<file path="src/rtl/pe_inst_sequencer.sv">
// Instruction sequencer for the PE control decoder: a small program memory
// plus an issue/drain FSM honouring per-instruction repeats and a downstream stall.
module pe_inst_sequencer #(
  parameter int INST_WIDTH   = 64,
  parameter int DEPTH        = 16,
  parameter int ADDR_W       = 4,
  parameter int DRAIN_CYCLES = 3
) (
  input  logic                  clk,
  input  logic                  rst,
  input  logic                  wr_en,
  input  logic [ADDR_W-1:0]     wr_addr,
  input  logic [INST_WIDTH-1:0] wr_inst,
  input  logic                  start,
  input  logic                  abort,
  input  logic                  stall,
  output logic [INST_WIDTH-1:0] inst_out,
  output logic                  inst_valid,
  output logic                  busy,
  output logic                  done,
  output logic [ADDR_W-1:0]     pc
);

  localparam int HALT_BIT = 27;
  localparam int RPT_LSB  = 16;
  localparam int RPT_W    = 8;
  localparam int CNT_W    = (DRAIN_CYCLES > 2) ? $clog2(DRAIN_CYCLES) : 1;

  localparam logic [ADDR_W-1:0] LAST_PC    = ADDR_W'(DEPTH - 1);
  localparam logic [CNT_W-1:0]  DRAIN_LOAD = CNT_W'(DRAIN_CYCLES - 1);

  typedef enum logic [1:0] {
    S_IDLE,
    S_ISSUE,
    S_DRAIN
  } state_e;

  state_e                  state_q, state_d;
  logic [INST_WIDTH-1:0]   inst_q, inst_d;
  logic                    valid_q, valid_d;
  logic [ADDR_W-1:0]       pc_q, pc_d;
  logic [RPT_W-1:0]        rep_q, rep_d;
  logic [CNT_W-1:0]        drain_q, drain_d;
  logic                    done_q, done_d;

  logic [INST_WIDTH-1:0]   mem_q [DEPTH];
  logic [ADDR_W-1:0]       nxt_addr;
  logic [INST_WIDTH-1:0]   nxt_inst;
  logic [INST_WIDTH-1:0]   first_inst;

  // NOTE: program storage has no reset; clearing it would turn the array into
  // flops instead of a RAM, and a program is always loaded before use anyway.
  always_ff @(posedge clk) begin
    if (wr_en && (state_q == S_IDLE)) begin
      mem_q[wr_addr] <= wr_inst;
    end
  end

  assign nxt_addr   = pc_q + 1'b1;
  assign nxt_inst   = mem_q[nxt_addr];
  assign first_inst = mem_q[0];

  // NOTE: every output of this block is assigned a default first, so no path
  // through the case statement can leave a value unassigned and infer a latch.
  always_comb begin
    state_d = state_q;
    inst_d  = inst_q;
    valid_d = valid_q;
    pc_d    = pc_q;
    rep_d   = rep_q;
    drain_d = drain_q;
    done_d  = 1'b0;

    unique case (state_q)
      S_IDLE: begin
        inst_d  = '0;
        valid_d = 1'b0;
        pc_d    = '0;
        // A coincident write takes the cycle; the start request is dropped.
        if (start && !wr_en) begin
          state_d = S_ISSUE;
          inst_d  = first_inst;
          valid_d = 1'b1;
          rep_d   = first_inst[RPT_LSB +: RPT_W];
        end
      end

      S_ISSUE: begin
        if (abort) begin
          state_d = S_IDLE;
          inst_d  = '0;
          valid_d = 1'b0;
          pc_d    = '0;
          rep_d   = '0;
        end else if (!stall) begin
          if (rep_q != '0) begin
            rep_d = rep_q - 1'b1;
          end else if (inst_q[HALT_BIT] || (pc_q == LAST_PC)) begin
            state_d = S_DRAIN;
            inst_d  = '0;
            valid_d = 1'b0;
            drain_d = DRAIN_LOAD;
          end else begin
            pc_d   = nxt_addr;
            inst_d = nxt_inst;
            rep_d  = nxt_inst[RPT_LSB +: RPT_W];
          end
        end
      end

      S_DRAIN: begin
        if (abort) begin
          state_d = S_IDLE;
          pc_d    = '0;
          drain_d = '0;
        end else if (drain_q <= CNT_W'(1)) begin
          // Counter reaches zero on this edge: finish and report.
          state_d = S_IDLE;
          pc_d    = '0;
          drain_d = '0;
          done_d  = 1'b1;
        end else begin
          drain_d = drain_q - 1'b1;
        end
      end

      default: begin
        state_d = S_IDLE;
      end
    endcase
  end

  // NOTE: state registers use non-blocking assignments so every flop samples
  // the pre-edge value of its inputs, independent of statement order.
  always_ff @(posedge clk or posedge rst) begin
    if (rst) begin
      state_q <= S_IDLE;
      inst_q  <= '0;
      valid_q <= 1'b0;
      pc_q    <= '0;
      rep_q   <= '0;
      drain_q <= '0;
      done_q  <= 1'b0;
    end else begin
      state_q <= state_d;
      inst_q  <= inst_d;
      valid_q <= valid_d;
      pc_q    <= pc_d;
      rep_q   <= rep_d;
      drain_q <= drain_d;
      done_q  <= done_d;
    end
  end

  assign inst_out   = inst_q;
  assign inst_valid = valid_q;
  assign busy       = (state_q != S_IDLE);
  assign done       = done_q;
  assign pc         = pc_q;

endmodule

</file>
<file path="config.mk">
export PLATFORM = sky130hd
export DESIGN_NAME = pe_inst_sequencer
export DESIGN_NICKNAME = d
export VERILOG_FILES = /design/src/rtl/pe_inst_sequencer.sv
export SDC_FILE = /design/constraint.sdc
export NUM_CORES = 1
export LEC_CHECK = 0
export CORE_MARGIN = 1
export CORE_UTILIZATION = 55
export DETAILED_ROUTE_END_ITERATION = 10
export PLACE_DENSITY = 0.76
export SYNTH_ARGS = -nofsm -noshare
export SYNTH_HDL_FRONTEND = slang
export SYNTH_SLANG_ARGS = --single-unit
</file>
<file path="constraint.sdc">
create_clock -name clk -period 6.3 [get_ports clk]
set_clock_uncertainty 0.05 [all_clocks]
set_input_delay 0.945 -clock clk [delete_from_list [all_inputs] [get_ports clk]]
set_output_delay 0.945 -clock clk [all_outputs]
set_load 0.05 [all_outputs]
</file>
==> impl_summary.log, run 1 <==
[metrics] run status: complete, no violations
[metrics] HP Start: inst_out[5]$_DFFE_PP0P_
[metrics] Diodes inserted: 0
[metrics] largest net degree at the start of global routing: 122
[metrics] slowest stage cell on the critical path: sky130_fd_sc_hd__dfrtp_4
[metrics] area share of the largest cell type after synthesis: 71.9%
[metrics] Antenna Nets Post-Route: 0
[metrics] power per standard cell area: 400 mW/mm2
[metrics] Worst setup EP type: flop
[metrics] post-layout net count: 2453
[metrics] hpwl dp: 51800 um
[metrics] clock root cell: sky130_fd_sc_hd__clkbuf_16
[metrics] # port buffers: 144
[metrics] fill cell instance count of the final layout: 4865
[metrics] area leader, netlist: sky130_fd_sc_hd__edfxtp_1
[metrics] asr flop ratio synth: 7.41%
[metrics] total leakage power: 15.5 nW
[metrics] detailed-route wire length: 104000 um
[metrics] CTS H-tree depth: 3
[metrics] Avg WL per Cell: 29.7 um
[metrics] critical path peak fanout: 100
[metrics] endpoint of the most critical register-to-register path: inst_out[58]$_DFFE_PP0P_
[metrics] layout cell share with drive strength beyond 1: 20.0%
[metrics] cell count of the worst reg-to-reg path: 7
[metrics] top cells by count, synth: sky130_fd_sc_hd__edfxtp_1 (1024), sky130_fd_sc_hd__nand2_1 (313), sky130_fd_sc_hd__mux4_2 (259), sky130_fd_sc_hd__nand3_1 (118), sky130_fd_sc_hd__dfrtp_1 (82)
[metrics] Finish-stage setup viols: 0
[metrics] top cells by area in the synthesized netlist: sky130_fd_sc_hd__edfxtp_1 (72%), sky130_fd_sc_hd__mux4_2 (14%), sky130_fd_sc_hd__dfrtp_1 (4.8%)
[metrics] via count: 22600
[metrics] cts repair resizes: 0
[metrics] number of DRC markers in iteration 0: 2882
[metrics] Max rail drop VDD: 0.338 mV
[metrics] number of global-route vias before repair: 23300
[metrics] worst-margin pin slew: 1.26 ns
[metrics] fin crit share: 62.5%
[metrics] number of CTS-inserted buffers: 106
[metrics] worst setup path class: flop to flop
[metrics] Worst-Skew Late Latency: 0.66 ns
[metrics] antenna violations before repair: 8
[metrics] Slew Limit Fails: 0
[metrics] arrival time of the worst setup path: 4.34 ns
[metrics] most used standard cell by instance count after synthesis: sky130_fd_sc_hd__edfxtp_1
[metrics] Max-Slew Margin vs Limit: 16.0%
[metrics] number of synthesized flops with an enable pin: 1024
[metrics] sequential fraction of the synthesis area: 76.7%
[metrics] Area Growth Syn to Fin: 14.7%
[metrics] final-report hold violation count: 0
[metrics] CP max stage delay: 0.89 ns
[metrics] Worst EP required: 6.70 ns
[metrics] unrepaired setup endpoints after global routing: false
[metrics] first-pass GRT wire length: 153000 um
[metrics] Unique masters post-synth: 50
[metrics] flip-flop and latch count after synthesis: 1106
[metrics] top-level I/O count: 145
[metrics] standard cell core area: 0.0765 mm2
[metrics] number of hold-repair buffers added at the cts stage: 0
[metrics] end point of the worst hold path: inst_out[5]$_DFFE_PP0P_
[metrics] final weighted congestion in routability-driven placement: 0.805
[metrics] Die Y: 281 um
[metrics] total power consumption of the routed design: 19.6 mW
[metrics] worst reg-to-reg setup slack: 2.36 ns
[metrics] Syn Inst Count: 2199
[metrics] netlist area before placement: 0.0428 mm2
[metrics] final-layout setup total negative slack: 0 ns
[metrics] effective utilization at floorplan: 55.9%
[metrics] DRC: 0
[metrics] overall overflow remaining after global route: 0
[metrics] number of buffers on the longest clock path: 3
[metrics] clock tree from TritonCTS: done
[metrics] reported max-cap violation count: 0
[metrics] # Post-CTS Setup Buffers: 0
[metrics] series of cell instances along the critical path: buf_12 > buf_4 > mux4_2 > nand2_1 > nand3_1 > a32oi_1 > o21ai_0
[metrics] FMAX: 0.254 GHz
[metrics] Rows: 101
[metrics] Ys Warns: 0
[metrics] top_reg_cell synth: sky130_fd_sc_hd__edfxtp_1
[metrics] horizontal die dimension: 281 um
[metrics] vias per inst: 6.47
[metrics] worst min-delay path class: flop to flop
[metrics] GR Util All Layers: 27.0%
[metrics] r2r startpoint: pc[0]$_DFFE_PP0P_
[metrics] clk sinks: 1106
[metrics] CTS clock-pin slew for the worst setup and hold paths: 0.06 ns
[metrics] die area: 0.0789 mm2
[metrics] Setup crit start kind: flop
[metrics] Synth Area per Inst: 19.4 um2
[metrics] final critical-path required period: 3.94 ns
[metrics] DRT Pass-1 Iters: 5
[metrics] Post-Syn Nets: 2276
[metrics] hold depth: 2
[cell usage in the layout (no fill, tap or decap), types with 3 or more instances in the layout]
| master | count |
|---|---|
| sky130_fd_sc_hd__mux2i_1 | 4 |
| sky130_fd_sc_hd__clkbuf_1 | 28 |
| sky130_fd_sc_hd__buf_4 | 46 |
| sky130_fd_sc_hd__a32oi_1 | 59 |
| sky130_fd_sc_hd__o21ai_1 | 14 |
| sky130_fd_sc_hd__nor2_4 | 13 |
| sky130_fd_sc_hd__clkinv_2 | 15 |
| sky130_fd_sc_hd__dfrtp_1 | 81 |
| sky130_fd_sc_hd__clkdlybuf4s50_1 | 144 |
| sky130_fd_sc_hd__clkbuf_16 | 109 |
| sky130_fd_sc_hd__nand3_1 | 118 |
| sky130_fd_sc_hd__nor3_2 | 3 |
| sky130_fd_sc_hd__bufinv_16 | 9 |
| sky130_fd_sc_hd__a22oi_1 | 6 |
| sky130_fd_sc_hd__clkinv_1 | 21 |
| sky130_fd_sc_hd__clkbuf_8 | 9 |
| sky130_fd_sc_hd__inv_1 | 7 |
| sky130_fd_sc_hd__nor3_1 | 3 |
| sky130_fd_sc_hd__nor2b_1 | 3 |
| sky130_fd_sc_hd__nand2_1 | 313 |
| sky130_fd_sc_hd__nor2_1 | 21 |
| sky130_fd_sc_hd__o21ai_0 | 64 |
| sky130_fd_sc_hd__nand2b_1 | 7 |
| sky130_fd_sc_hd__mux4_2 | 259 |
| sky130_fd_sc_hd__edfxtp_1 | 1024 |
| sky130_fd_sc_hd__a21oi_1 | 17 |
| sky130_fd_sc_hd__nand4_1 | 4 |
| sky130_fd_sc_hd__o31ai_1 | 5 |
| sky130_fd_sc_hd__buf_12 | 8 |
[layer usage]
layer  part of all wire (%)  up-vias  track usage (%)  routed length (um)
li1                       -     9255                -                   -
met1                     37    11800             36.6               38400
met2                     50     1365             44.4               52000
met3                     10      191             5.31               10600
met4                    2.6       12             8.76                2660
met5                  0.070        -                0                  73
[cell families after synthesis]
kind of cell    count (synthesis)  synth area share, %
buf+inv                       137                 1.46
compound gates                181                 2.85
fa+ha+maj                       3               0.0878
mux                           263                 13.7
simple gates                  502                 4.99
flops                        1106                 76.7
xor+xnor                        7                0.161
[per-stage QoR]
| step | area, um2 | setup WS, ns | util, % | hold WS [ns] | std cells |
|---|---|---|---|---|---|
| after detailed placement | 45600 | 2.15 | 59.6 | 0.419 | 3298 |
| after global routing | 49000 | 1.94 | 64.1 | 0.463 | 3493 |
| after global placement | 45600 | 2.24 | 59.6 | 0.412 | 3298 |
| after CTS | 49000 | 2.14 | 64.1 | 0.436 | 3493 |
| final | 49000 | 2.36 | 64.1 | 0.434 | 3493 |
| after floorplan | 42800 | 0.141 | - | 0.399 | 2199 |
[worst max-delay path, delay by kind of cell (launching register included)]
family	cells	cell delay, ns
buffers and inverters	2	1.51
AO/OA/AOI/OAI	2	0.38
AND/OR/NAND/NOR	2	0.18
multiplexers	1	0.60
flip-flops	1	0.89
[state kept, by name (all words and copies together) (netlist names)]
name and count:
done 1, state_q 2, drain_q 2, pc 4, rep_q 8, mem_q 1024, inst_out 64, inst_valid 1
[power breakdown]
group / internal, mW / leakage (nW) / switching [mW]
logic: 1.81 / 3.53 / 2.82
registers: 8.44 / 10.3 / 0.309
clock network: 3.64 / 1.67 / 2.62
total: 13.9 / 15.5 / 5.75
[layout make-up]
type	count	area, um2	share of cell area [%]
Clock inverter	49	468	0.954
Tap cell	1030	1290	2.63
Sequential cell	1106	32800	66.9
Inverter	8	32.5	0.0664
Clock buffer	146	2960	6.03
Multi-Input combinational cell	956	9530	19.4
Timing Repair Buffer	198	1950	3.97
[worst max-delay path by stage]
| stage | from | endpoint | slack, ns | cells after the start |
|---|---|---|---|---|
| 4_1_cts | pc[0]$_DFFE_PP0P_ | inst_out[58]$_DFFE_PP0P_ | 2.14 | 7 |
| 3_5_place_dp | pc[0]$_DFFE_PP0P_ | inst_out[58]$_DFFE_PP0P_ | 2.15 | 7 |
| 6_report | pc[0]$_DFFE_PP0P_ | inst_out[58]$_DFFE_PP0P_ | 2.36 | 7 |
| 3_3_place_gp | pc[0]$_DFFE_PP0P_ | inst_out[61]$_DFFE_PP0P_ | 2.24 | 7 |
| 2_1_floorplan | wr_addr[1] | mem_q[1][0]$_DFFE_PP_ | 0.14 | 2 |
| 5_1_grt | pc[0]$_DFFE_PP0P_ | inst_out[58]$_DFFE_PP0P_ | 1.94 | 7 |
No activity file was read; power rests on OpenSTA's default activity.
==> run 2: changes to the inputs <==
--- a/config.mk
+++ b/config.mk
@@ -6,9 +6,9 @@
 export NUM_CORES = 1
 export LEC_CHECK = 0
 export CORE_MARGIN = 1
-export CORE_UTILIZATION = 55
+export CORE_UTILIZATION = 61
 export DETAILED_ROUTE_END_ITERATION = 10
-export PLACE_DENSITY = 0.76
+export PLACE_DENSITY = 0.79
 export SYNTH_ARGS = -nofsm -noshare
 export SYNTH_HDL_FRONTEND = slang
 export SYNTH_SLANG_ARGS = --single-unit
==> constraint.sdc (replaced) <==
create_clock -name clk -period 3.7 [get_ports clk]
set_clock_uncertainty 0.05 [all_clocks]
set_input_delay 0.555 -clock clk [delete_from_list [all_inputs] [get_ports clk]]
set_output_delay 0.555 -clock clk [all_outputs]
set_load 0.05 [all_outputs]
==> run 2 against run 1 <==
- critical path depth decreased by 5
- routed wire length decreased by 2.2%
- die area decreased by 9.8%
- sequential power increased by 69%
- power increased by 72%
- largest power group unchanged
==> impl_summary.log, run 2 (synthesis results as in run 1) <==
[metrics] Highest Signal Layer: met5
[metrics] placed instance area: 0.0458 mm2 (+0.44%)
[metrics] Worst setup EP type: primary output
[metrics] DR WL met3: 9800 um (-7.8%)
[metrics] Max rail drop VDD: 0.590 mV (+75%)
[metrics] register with the highest flop count: mem_q
[metrics] clock root cell: sky130_fd_sc_hd__clkbuf_16
[metrics] final weighted congestion in routability-driven placement: 0.789 (-2.0%)
[metrics] fin crit share: 85.2%
[metrics] Die Y: 267 um (-5.0%)
[metrics] Finish-stage setup viols: 0 (unchanged)
[metrics] Setup crit start kind: flop
[metrics] cts repair resizes: 0 (unchanged)
[metrics] effective utilization at floorplan: 62.0% (+6.1 points)
[metrics] clk sinks: 1106 (unchanged)
[metrics] slowest stage cell on the critical path: sky130_fd_sc_hd__clkdlybuf4s50_1
[metrics] detailed-route wire length: 101000 um (-2.2%)
[metrics] DRT Pass-1 Iters: 7 (+2)
[metrics] max FFs per register: 1024 (unchanged)
[metrics] power per standard cell area: 684 mW/mm2 (+71%)
[metrics] Worst EP required: 3.09 ns (-3.61 ns)
[metrics] Comb power frac: 24.1% (+0.5 points)
[metrics] most used cells in the layout excluding fill and tap cells: sky130_fd_sc_hd__edfxtp_1 (1024), sky130_fd_sc_hd__nand2_1 (313), sky130_fd_sc_hd__mux4_2 (259)
[metrics] run status: complete, no violations
[metrics] FMAX: 0.317 GHz
[metrics] post-route design area: 0.0493 mm2 (+0.48%)
[metrics] vias per inst: 6.73 (+4.0%)
[metrics] hpwl dp: 50900 um (-1.7%)
[metrics] DRC: 0 (unchanged)
[metrics] antenna violations before repair: 4 (-4)
[metrics] number of buffers on the longest clock path: 3 (unchanged)
[metrics] worst min-delay path class: input pin to asynchronous set/reset pin
[metrics] number of CTS-inserted buffers: 105 (-0.94%)
[metrics] clock tree from TritonCTS: done
[metrics] horizontal die dimension: 267 um (-5.0%)
[metrics] standard cell core area: 0.0689 mm2 (-9.8%)
[metrics] reported max-cap violation count: 0 (unchanged)
[metrics] switching part of the total: 29.5% (+0.27 points)
[metrics] worst setup path class: flop to primary output
[metrics] CTS H-tree depth: 3 (unchanged)
[metrics] top-level I/O count: 145 (unchanged)
[metrics] number of global-route vias before repair: 23900 (+2.7%)
[metrics] largest net degree at the start of global routing: 97 (-20%)
[metrics] Avg WL per Cell: 29.9 um (+0.50%)
[metrics] total leakage power: 15.6 nW (+0.61%)
[metrics] endpoint of the most critical register-to-register path: inst_out[6]$_DFFE_PP0P_
[metrics] first-pass GRT wire length: 151000 um (-0.93%)
[metrics] GR Util All Layers: 29.5% (+2.5 points)
[metrics] via count: 22900 (+1.2%)
[metrics] worst hold margin: 0.309 ns (-0.125 ns)
[metrics] series of cell instances along the critical path: buf_12 > clkdlybuf4s50_1
[metrics] power share of the sequential group: 44.0% (-0.5 points)
[metrics] die area: 0.0712 mm2 (-9.8%)
[metrics] number of hold-repair buffers added at the cts stage: 0 (unchanged)
[metrics] met1 wire length: 36000 um (-6.3%)
[metrics] Rows: 96 (-5.0%)
[metrics] worst reg-to-reg setup slack: 0.61 ns (-1.75 ns)
[metrics] arrival time of the worst setup path: 2.55 ns (-1.79 ns)
[metrics] most common library cell in the layout ignoring fill and taps: sky130_fd_sc_hd__edfxtp_1
[metrics] Antenna Nets Post-Route: 0 (unchanged)
[metrics] number of DRC markers in iteration 0: 2535 (-12%)
[metrics] Clk network pwr share: 31.9% (about the same)
[metrics] # port buffers: 144 (unchanged)
[metrics] Worst-Skew Late Latency: 0.68 ns (+0.02 ns)
[metrics] critical path peak fanout: 72 (-28%)
[metrics] CTS clock-pin slew for the worst setup and hold paths: 0.06 ns (about the same)
[metrics] Area Growth Syn to Fin: 15.2%
[metrics] Power Internal: 23.8 mW (+71%)
[metrics] # Post-CTS Setup Buffers: 0 (unchanged)
[metrics] Slew Limit Fails: 0 (unchanged)
[metrics] met2 WL: 51900 um (-0.13%)
[metrics] final-report hold violation count: 0 (unchanged)
[metrics] overall overflow remaining after global route: 0 (unchanged)
[metrics] Max-Slew Margin vs Limit: 43.3% (+27 points)
[metrics] worst-margin pin slew: 0.851 ns (-0.408 ns)
[metrics] layout cell share with drive strength beyond 1: 20.1% (+0.15 points)
[metrics] cell count of the worst reg-to-reg path: 9 (+2)
[metrics] CP max stage delay: 0.92 ns (+0.03 ns)
[metrics] post-layout net count: 2453 (unchanged)
[metrics] r2r startpoint: rep_q[0]$_DFFE_PP0P_
[metrics] fill cell instance count of the final layout: 3872 (-20%)
[metrics] final critical-path required period: 3.15 ns
[metrics] unrepaired setup endpoints after global routing: false
[metrics] power dissipated by switching net loads: 9.96 mW (+73%)
==> run 2: layer usage <==
metal / track usage [%] / up-vias
met4: 12.0 / 6
li1: - / 9250
met1: 38.5 / 11800
met3: 5.15 / 259
met5: 0 / -
met2: 49.6 / 1514
==> run 2: worst max path at each step <==
stage                                      start                       end  slack [ns]  cells after the start
after CTS                      pc[0]$_DFFE_PP0P_                     pc[0]        0.45                      2
after floorplan           state_q[1]$_DFFE_PP0P_     mem_q[8][0]$_DFFE_PP_       -0.73                      5
final                          pc[0]$_DFFE_PP0P_                     pc[0]        0.55                      2
after detailed placement                   abort  inst_out[57]$_DFFE_PP0P_        0.61                      6
after global routing           pc[0]$_DFFE_PP0P_                     pc[0]        0.42                      2
after global placement                     abort  inst_out[59]$_DFFE_PP0P_        0.77                      6
==> run 2: worst max-delay path, delay by kind of cell (launching register included) <==
kind	cells	cell delay (ns)
buffers and inverters	2	1.35
DFF	1	0.49
==> run 2: cell type report <==
| cell class | instances | area, um2 | share of cell area [%] |
|---|---|---|---|
| antenna | 2 | 5.00 | 0.0102 |
| clock buffer | 139 | 2830 | 5.74 |
| clock inverter | 57 | 623 | 1.26 |
| inverter | 8 | 32.5 | 0.0660 |
| multi-input combinational | 956 | 9550 | 19.4 |
| sequential | 1106 | 32800 | 66.6 |
| tap | 931 | 1160 | 2.36 |
| timing repair buffer | 199 | 2250 | 4.58 |
==> run 2: power by group through the flow <==
stage	Clock [mW]	Sequential [mW]	Combinational (mW)
5_1_grt	11.3	14.9	8.57
6_report	10.8	14.8	8.13
3_5_place_dp	0	15.1	8.02
2_1_floorplan	0	16.2	4.33
4_1_cts	10.9	14.8	8.16
3_3_place_gp	0	15.0	7.86
==> run 2: metrics by stage <==
step | setup WS (ns) | setup TNS (ns) | cells | util [%] | power (mW)
CTS | 0.447 | 0 | 3396 | 71.4 | 33.8
finish | 0.547 | 0 | 3398 | 71.4 | 33.7
global route | 0.419 | 0 | 3396 | 71.4 | 34.8
global placement | 0.766 | 0 | 3200 | 66.4 | 22.9
floorplan | -0.727 | -449.05 | 2199 | - | 20.5
detailed placement | 0.610 | 0 | 3200 | 66.4 | 23.1
==> RTL change: new RTL, settings of run 2 <==
Take the reset off `pc_q` and load it in a clocked block of its own.
--- a/src/rtl/pe_inst_sequencer.sv
+++ b/src/rtl/pe_inst_sequencer.sv
@@ -137,7 +137,6 @@
       state_q <= S_IDLE;
       inst_q  <= '0;
       valid_q <= 1'b0;
-      pc_q    <= '0;
       rep_q   <= '0;
       drain_q <= '0;
       done_q  <= 1'b0;
@@ -145,11 +144,14 @@
       state_q <= state_d;
       inst_q  <= inst_d;
       valid_q <= valid_d;
-      pc_q    <= pc_d;
       rep_q   <= rep_d;
       drain_q <= drain_d;
       done_q  <= done_d;
     end
+  end
+
+  always_ff @(posedge clk) begin
+    pc_q <= pc_d;
   end
 
   assign inst_out   = inst_q;
Check against the original RTL: not settled (the Yosys comparison gave no result); the edit may change what the design does.
==> RTL change against run 2 <==
- critical path depth unchanged
- first-iteration DRC count up 8.2%
- routed wire length about the same
- non-clock buffer count up 8
- worst setup slack worse by 0.18 ns
- area after synthesis up 0.80%
- sequential cell count unchanged
- worst hold slack worse by 0.015 ns
- die area up 0.80%
- final area up 1.3%
- utilization down 0.19 points
- critical endpoint unchanged
- largest cell class unchanged
- highest routed layer unchanged
Power is not compared: it rests on default switching activity, and its combinational part moved more than twofold at a synthesized area within 25%.
==> RTL change: results (changes against run 2) <==
stage,metric,value,unit,change
global_route,All-Layer GR Usage,29.1,%,was 29.5%
timing,hold_ws,0.294,ns,was 0.309 ns
worst_setup_path,CP startpoint,pc[0],,unchanged
clock_network,clock-pin slew on the worst setup and hold paths,0.06,ns,about the same
detailed_routing,Routed WL,102000,um,was 101000 um
worst_setup_path,R2R Path End,inst_out[0],,was inst_out[6]
global_route,number of global-route vias before repair,23646,,was 23909
synthesis,Post-synth top cells,"1028 x edfxtp_1, 249 x mux4_2, 110 x o21ai_0, 86 x mux2i_1, 80 x a21oi_1",,"was 1024 x edfxtp_1, 313 x nand2_1, 259 x mux4_2, 118 x nand3_1, 82 x dfrtp_1"
synthesis,number of synthesized flops with an enable pin,1028,,was 1024
clock_network,Max H-tree Level,3,,unchanged
global_route,largest net degree at the start of global routing,74,,was 97
placed_design,GP Congestion,0.827,,was 0.789
finish,Biggest register,mem_q,,unchanged
status,outcome,completed,,unchanged
finish,Post-layout nets,2351,,was 2453
min_path,HP Class,in -> async,,unchanged
synthesis,syn_nets,2165,,was 2276
worst_setup_path,reg2reg path depth,7,,was 9
global_route,first-pass GRT wire length,150000,um,was 151000 um
synthesis,ys async rst share,7.05,%,was 7.41%
worst_setup_path,worst path arrival time,2.72,ns,was 2.55 ns
global_route,initial antenna violation count,3,,was 4
timing,worst relative slew slack,43.3,%,about the same
finish,Fill cells,3851,,was 3872
placed_design,placed cell area,46300,um^2,was 45800 um^2
clock_network,Root Driver,clkbuf_16,,unchanged
detailed_routing,DRT Pass-1 Iters,5,,was 7
clock_network,CTS Buf Count,105,,unchanged
detailed_routing,vias per cell,6.73,,about the same
worst_setup_path,reg2reg setup slack,0.65,ns,was 0.61 ns
synthesis,Yosys warnings,0,,unchanged
power_and_ir_drop,Leak Pwr,16.0,nW,
synthesis,Cells after Synth,2088,,was 2199
clock_network,"Clk Latency, worst-skew pair",0.66,ns,was 0.68 ns
synthesis,post-synthesis sequential area ratio,76.1,%,was 76.7%
placed_design,Post-Place Cells,3107,,was 3200
clock_network,"Setup Fix Bufs, Post-CTS",0,,unchanged
synthesis,synth top area cells,"edfxtp_1 72%, mux4_2 13%, dfrtp_1 4.5%, mux2i_1 2.0%, mux2_2 1.7%",,"was edfxtp_1 72%, mux4_2 14%, dfrtp_1 4.8%, nand2_1 2.7%, nand3_1 1.4%"
floorplan,die area,71700,um^2,was 71200 um^2
finish,max reg flops,1024,,unchanged
finish,Non-Filler Instances,3309,,was 3398
detailed_routing,DR iter-0 viols,2742,,was 2535
power_and_ir_drop,Max VDD drop,0.351,mV,
placed_design,DP HPWL,50100,um,was 50900 um
worst_setup_path,CP Max Fanout,59,,was 72
clock_network,Post-CTS Resized,0,,unchanged
finish,proportion of layout cells with a drive suffix above 1,24.2,%,was 20.1%
synthesis,count of cell types in the netlist,48,,was 50
worst_setup_path,Critical Path Sink,pc[0],,unchanged
[RTL change: per-layer routing]
metal	track usage (%)	up-vias	wire, um
met2	47.0	1450	50300
met3	5.81	231	10300
met5	0	-	11
met4	11.0	2	3250
li1	-	9040	-
met1	40.0	11535	37700
[RTL change: cell type report]
| cell class | instances | area share (%) |
|---|---|---|
| Tap cell | 940 | 2.36 |
| Clock inverter | 57 | 1.37 |
| Inverter | 6 | 0.0501 |
| Sequential cell | 1106 | 65.8 |
| Clock buffer | 142 | 5.80 |
| Antenna cell | 3 | 0.0150 |
| Timing Repair Buffer | 207 | 4.76 |
| Multi-Input combinational cell | 848 | 19.9 |
[RTL change: worst max-delay path, cell delays in order, from the launching register on]
cell             delay [ns]
edfxtp_1               0.67
buf_12                 0.43
clkdlybuf4s50_1        0.90
[RTL change: power by group through the flow]
stage	registers, W	clock network [W]	logic (W)
finish	0.0140	0.0111	0.00317
global placement	0.0142	0	0.00304
floorplan	0.0143	0	0.00203
global route	0.0140	0.0117	0.00336
CTS	0.0140	0.0112	0.00318
detailed placement	0.0142	0	0.00311
[RTL change: cell families after synthesis]
family                     Yosys count  share of synthesized area, %
AOI/OAI and AO/OA                  232                          2.87
xor gates and xnor gates             6                         0.122
adders and majority gates            3                        0.0871
buffers and inverters              134                          1.29
DFF                               1106                          76.1
muxes                              400                          16.7
and+or+nand+nor                    207                          2.78
[RTL change: through the flow]
step / setup slack [ns] / util (%) / TNS (ns)
finish: 0.371 / 71.3 / 0
global route: 0.255 / 71.3 / 0
CTS: 0.311 / 71.3 / 0
detailed placement: 0.691 / 66.1 / 0
global placement: 0.780 / 66.1 / 0
floorplan: -0.724 / - / -415.76
